<file path="config.mk">
export PLATFORM = sky130hd
export DESIGN_NAME = pipelined_barrel_shifter
export DESIGN_NICKNAME = d
export VERILOG_FILES = /design/src/rtl/pipelined_barrel_shifter.sv
export SDC_FILE = /design/constraint.sdc
export NUM_CORES = 1
export LEC_CHECK = 0
export BUFFER_PORTS_ARGS = -buffer_cell sky130_fd_sc_hd__buf_2
export CAP_MARGIN = 20
export CORE_MARGIN = 3
export CORE_UTILIZATION = 56
export CTS_CLUSTER_SIZE = 14
export DETAILED_ROUTE_END_ITERATION = 16
export GPL_TIMING_DRIVEN = 1
export HOLD_SLACK_MARGIN = 0.06
export PLACE_DENSITY = 0.79
export SKIP_LAST_GASP = 1
export SYNTH_ARGS = -nofsm -noshare
export SYNTH_HDL_FRONTEND = slang
export SYNTH_SLANG_ARGS = --single-unit
</file>
<file path="constraint.sdc">
create_clock -name clk -period 1.3 [get_ports clk]
set_input_delay 0.065 -clock clk [delete_from_list [all_inputs] [get_ports clk]]
set_output_delay 0.065 -clock clk [all_outputs]
set_load 0.05 [all_outputs]
</file>
<file path="src/rtl/pipelined_barrel_shifter.sv">
// Pipelined WIDTH-bit rotator/shifter: one registered stage per shift-amount bit,
// with a valid/ready handshake and a global stall driven by the output register.
module pipelined_barrel_shifter #(
  parameter  int WIDTH = 8,
  localparam int SHW   = $clog2(WIDTH)
) (
  input  logic             clk,
  input  logic             rst_n,
  input  logic             in_valid,
  output logic             in_ready,
  input  logic [WIDTH-1:0] d_in,
  input  logic [SHW-1:0]   n_bits,
  input  logic [1:0]       mode,
  output logic             out_valid,
  input  logic             out_ready,
  output logic [WIDTH-1:0] d_out
);

  localparam logic [1:0] MODE_ROR = 2'b00;
  localparam logic [1:0] MODE_ROL = 2'b01;
  localparam logic [1:0] MODE_LSR = 2'b10;

  logic advance;

  // ASR fills from the sign captured at stage 0, since later MSBs may already be fill.
  function automatic logic [WIDTH-1:0] moveWord(input logic [WIDTH-1:0] x,
                                                input logic [1:0]       m,
                                                input logic             sgn,
                                                input int unsigned      s);
    logic [2*WIDTH-1:0] dbl;
    dbl = '0;
    case (m)
      MODE_ROR: dbl = {x, x} >> s;
      MODE_ROL: dbl = ({x, x} << s) >> WIDTH;
      MODE_LSR: dbl = {{WIDTH{1'b0}}, x} >> s;
      default:  dbl = {{WIDTH{sgn}}, x} >> s;
    endcase
    return dbl[WIDTH-1:0];
  endfunction

  for (genvar k = 0; k < SHW; k++) begin : gStage
    localparam int unsigned STEP = 1 << k;

    logic [WIDTH-1:0] xIn;
    logic [SHW-k-1:0] amtIn;
    logic [1:0]       modeIn;
    logic             signIn;
    logic             validIn;
    logic [WIDTH-1:0] dataQ;
    logic [WIDTH-1:0] dataD;
    logic             validQ;

    if (k == 0) begin : gFirst
      assign xIn     = d_in;
      assign amtIn   = n_bits;
      assign modeIn  = mode;
      assign signIn  = d_in[WIDTH-1];
      assign validIn = in_valid;
    end else begin : gNext
      assign xIn     = gStage[k-1].dataQ;
      assign amtIn   = gStage[k-1].gCtrl.amtQ;
      assign modeIn  = gStage[k-1].gCtrl.modeQ;
      assign signIn  = gStage[k-1].gCtrl.signQ;
      assign validIn = gStage[k-1].validQ;
    end

    assign dataD = amtIn[0] ? moveWord(xIn, modeIn, signIn, STEP) : xIn;

    always_ff @(posedge clk or negedge rst_n) begin
      if (!rst_n) begin
        dataQ  <= '0;
        validQ <= 1'b0;
      end else if (advance) begin
        dataQ  <= dataD;
        validQ <= validIn;
      end
    end

    // Control travels with the word; the last stage has nothing left to forward.
    if (k < SHW - 1) begin : gCtrl
      logic [SHW-k-2:0] amtQ;
      logic [1:0]       modeQ;
      logic             signQ;

      always_ff @(posedge clk or negedge rst_n) begin
        if (!rst_n) begin
          amtQ  <= '0;
          modeQ <= '0;
          signQ <= 1'b0;
        end else if (advance) begin
          amtQ  <= amtIn[SHW-k-1:1];
          modeQ <= modeIn;
          signQ <= signIn;
        end
      end
    end
  end

  assign out_valid = gStage[SHW-1].validQ;
  assign d_out     = gStage[SHW-1].dataQ;
  assign advance   = !out_valid || out_ready;
  assign in_ready  = advance;

endmodule

</file>
==> summary.md <==
| Metric | Value |
|---|---|
| Worst Hold Path EP | `out_valid$_DFFE_PN0P_` |
| FP Rows | `20` |
| WP data required | `roughly 1.5 ns` |
| Reg clk slew, reported paths | `0.09 ns` |
| Synth Warn # | `0` |
| Overall via count from detail_route | `1515` |
| Syn Inst Count | `between 150 and 200` |
| R2R cell count | `4` |
| Vias in the first global route | `1508` |
| Rel. slew slack | `a little under three quarters` |
| Max incr delay on CP | `0.52 ns` |
| Kind of critical path | `in -> reg` |
| Tightest Pin Transition | `about 0.42 ns` |
| Reg-to-reg slack, setup | `~0.12 ns` |
| H-tree lvl count | `2` |
| Biggest area consumer among synthesized cells | `dfrtp_1` |
| Family with the most delay on the worst path | `buffers and inverters` |
| Number of synthesized register bits | `36` |
| Most frequent cells after synthesis | `nand2_1, dfrtp_1, mux2i_1` |
| Power Dens Cells | `about 1900 nW/µm²` |
| IO Count | `27` |
| Min-Delay Path Class | `in -> reg` |
| Number of synthesized flops with an enable pin | `0` |
| Startpoint Class | `input port` |
| Initial antenna violation count | `0` |
| CTS buffer count | `5` |
| Critical R2R Launch | `out_valid$_DFFE_PN0P_` |
| Core area | `between 3000 and 4000 µm²` |
| 1st-iter DRT viols | `between 50 and 60` |
| Post-route ant nets | `0` |
| Critical Path Fanout Max | `7` |
| Post-synth top area share | `49.7%` |
| Ys async rst share | `between 90% and 100%` |
| Max Cap Viol | `0` |
| Drt total wl | `3660 µm` |
| Hold path start | `out_ready` |
| Die Y | `around 63 µm` |
| Final TNS setup | `0 ns` |
| Leakage Power | `1.06 nW` |
| F_max | `between 800 and 900 MHz` |
| CP max stage cell | `dlygate4sd3_1` |
| GPL Wtd Cong | `just over 0.8` |
| Bufs and invs on worst path | `2` |
| Fin. max-slew vios | `0` |
| CTS tree | `done` |
| Total GRT Usage | `a little over a fifth` |
| Predominant post-synthesis flop cell | `dfrtp_1` |
| CP cell instances | `dlygate4sd3_1, buf_2, nand2b_1, mux2i_1, o211ai_1` |
| Top-count cell post-synth | `nand2_1` |
| Max rail drop VDD | `a little over 800 µV` |
| Sequential area share after synthesis | `around 50%` |
| Setup crit end kind | `flip-flop` |
| Fin crit share | `between 90 and 100%` |
| Final hold violations | `0` |
| Synth area leaders | `dfrtp_1, nand2_1, mux2i_1, o211ai_1, nand3b_1` |
| Post-route minimum period | `around 1.2 ns` |
| Synthesized area | `between 1500 and 2000 µm²` |
| Wirelength per Cell | `roughly 13 µm` |
| Syn Nets | `between 200 and 250` |
| Clock Tree Buf Depth | `2` |
| Clk_skew | `~0.0047 ns` |
| Mean post-synth cell area | `about 9.5 µm²` |
| Nets | `250` |
| Initial Utilization | `58.9%` |
| Postcts setup bufs | `0` |
| Post-synthesis to final-layout area growth | `20.4%` |
| Total power | `4.17 mW` |
| First-pass GRT wire length | `between 6000 and 7000 µm` |
| # fillers | `235` |
| Largest net degree at the start of global routing | `40` |
| Worst hold path cell count | `4` |
| Die ar. | `a little under 4000 µm²` |
| Antenna Cells | `0` |
| RSZ-0062 raised after global routing | `no` |
| Outcome | `finished, final reports clean` |
| # DRC | `0` |
| Overflow after GRT | `0` |
| DR pass1 iterations | `6` |
| Reg2reg end | `gStage[1].dataQ[7]$_DFFE_PN0P_` |
| Via-per-instance ratio | `between 5 and 6` |
| CTS sink count | `36` |
| Input/output buffers | `26` |
| Worst EP arrival | `about 1.4 ns` |
| Root Driver | `clkbuf_4` |
| Setup violations, final | `0` |
| Layout cell share with drive strength beyond 1 | `18.5%` |
| Unique cell type count in the Yosys netlist | `21` |
| Chip width | `62.9 µm` |
| Dpl hpwl | `about 2700 µm` |
| Clk_lat worst skew | `about 0.32 ns` |
-- cells by family (layout without fill, tap and decap cells) --
group | count (synthesis) | count (layout) | synth area share [%]
AOI/OAI and AO/OA | 31 | 31 | 11.0
muxes | 20 | 20 | 11.1
and+or+nand+nor | 90 | 90 | 23.9
DFF | 36 | 36 | 49.7
buffers and inverters | 13 | 55 | 4.28
-- registers in the layout (all words and copies together), names as in the netlist --
name                flops
gStage.gCtrl.amtQ       3
gStage.dataQ           16
d_out                   8
gStage.gCtrl.modeQ      4
gStage.gCtrl.signQ      2
gStage.validQ           2
out_valid               1
-- cell usage in the layout, fill, tap and decap left out --
| cell | count |
|---|---|
| o21ai_0 | 10 |
| nand2b_1 | 7 |
| a21boi_0 | 1 |
| and3_1 | 4 |
| a2bb2oi_1 | 2 |
| inv_6 | 1 |
| o21ai_1 | 4 |
| clkbuf_4 | 5 |
| nor2_1 | 2 |
| nand3_1 | 3 |
| o211ai_1 | 14 |
| buf_4 | 7 |
| mux2_2 | 1 |
| dfrtp_2 | 1 |
| nand3b_1 | 13 |
| dlygate4sd3_1 | 14 |
| nand4b_1 | 1 |
| buf_6 | 2 |
| dfrtp_1 | 35 |
| mux2i_1 | 19 |
| nand2_1 | 59 |
| buf_2 | 25 |
| clkbuf_1 | 1 |
| nor2b_4 | 1 |
-- tightest hold or removal path: stages --
cell and delay [ns]:
buf_2 0.10, nor2b_4 0.05, inv_6 0.11, nand2b_1 0.06
-- timing repair --
action / CTS / global route
endpoints found under the setup margin: 1 / 3
cloned: 0 / 0
endpoints found under the hold margin: 50 / 0
hold buffers: 14 / 0
resized for setup: 3 / 2
-- worst max path at each step --
stage	startpoint	to	slack, ns	depth (start not counted)
finish	mode[1]	gStage[0].dataQ[6]$_DFFE_PN0P_	0.07	5
global route	out_valid$_DFFE_PN0P_	gStage[1].dataQ[7]$_DFFE_PN0P_	0.01	4
CTS	out_valid$_DFFE_PN0P_	in_ready	0.04	3
detailed placement	out_valid$_DFFE_PN0P_	gStage[0].dataQ[1]$_DFFE_PN0P_	0.07	4
global placement	out_valid$_DFFE_PN0P_	gStage[1].dataQ[4]$_DFFE_PN0P_	0.13	4
floorplan	out_valid$_DFFE_PN0P_	gStage[0].dataQ[0]$_DFFE_PN0P_	0.05	5
-- area by class of cell --
| type | instances | area (µm²) | area share [%] |
|---|---|---|---|
| Sequential cell | 36 | 902 | 41.3 |
| Multi-Input combinational cell | 141 | 835 | 38.2 |
| Timing Repair Buffer | 48 | 340 | 15.6 |
| Tap cell | 44 | 55.1 | 2.52 |
| Clock buffer | 6 | 41.3 | 1.89 |
| Inverter | 1 | 8.76 | 0.401 |
-- report_power, final --
part           total (mW)  switching, mW  internal (mW)  leakage (nW)
logic                1.79           1.13          0.667         0.598
registers            1.87          0.337           1.53         0.439
clock network       0.501          0.309          0.192        0.0242
-- metal layers --
metal,part of all wire [%],wire length (µm),track usage [%]
met5,0,0,0
met4,2.5,91,11.6
met3,3.7,136,5.76
met2,54,1990,37.8
met1,39,1440,21.4
-- per-stage QoR --
stage               cells  utilization (%)  setup WS [ns]  instance area (µm²)  hold slack [ns]
floorplan             190                -         0.0536                 1820           -0.231
global placement      256             64.5          0.131                 1990           0.0162
detailed placement    256             64.5         0.0720                 1990           0.0212
CTS                   276             70.7         0.0358                 2180           0.0968
global route          276             70.9         0.0111                 2180           0.0773
finish                276             70.9         0.0689                 2180           0.0986
Power figures use the tool's default switching activity.
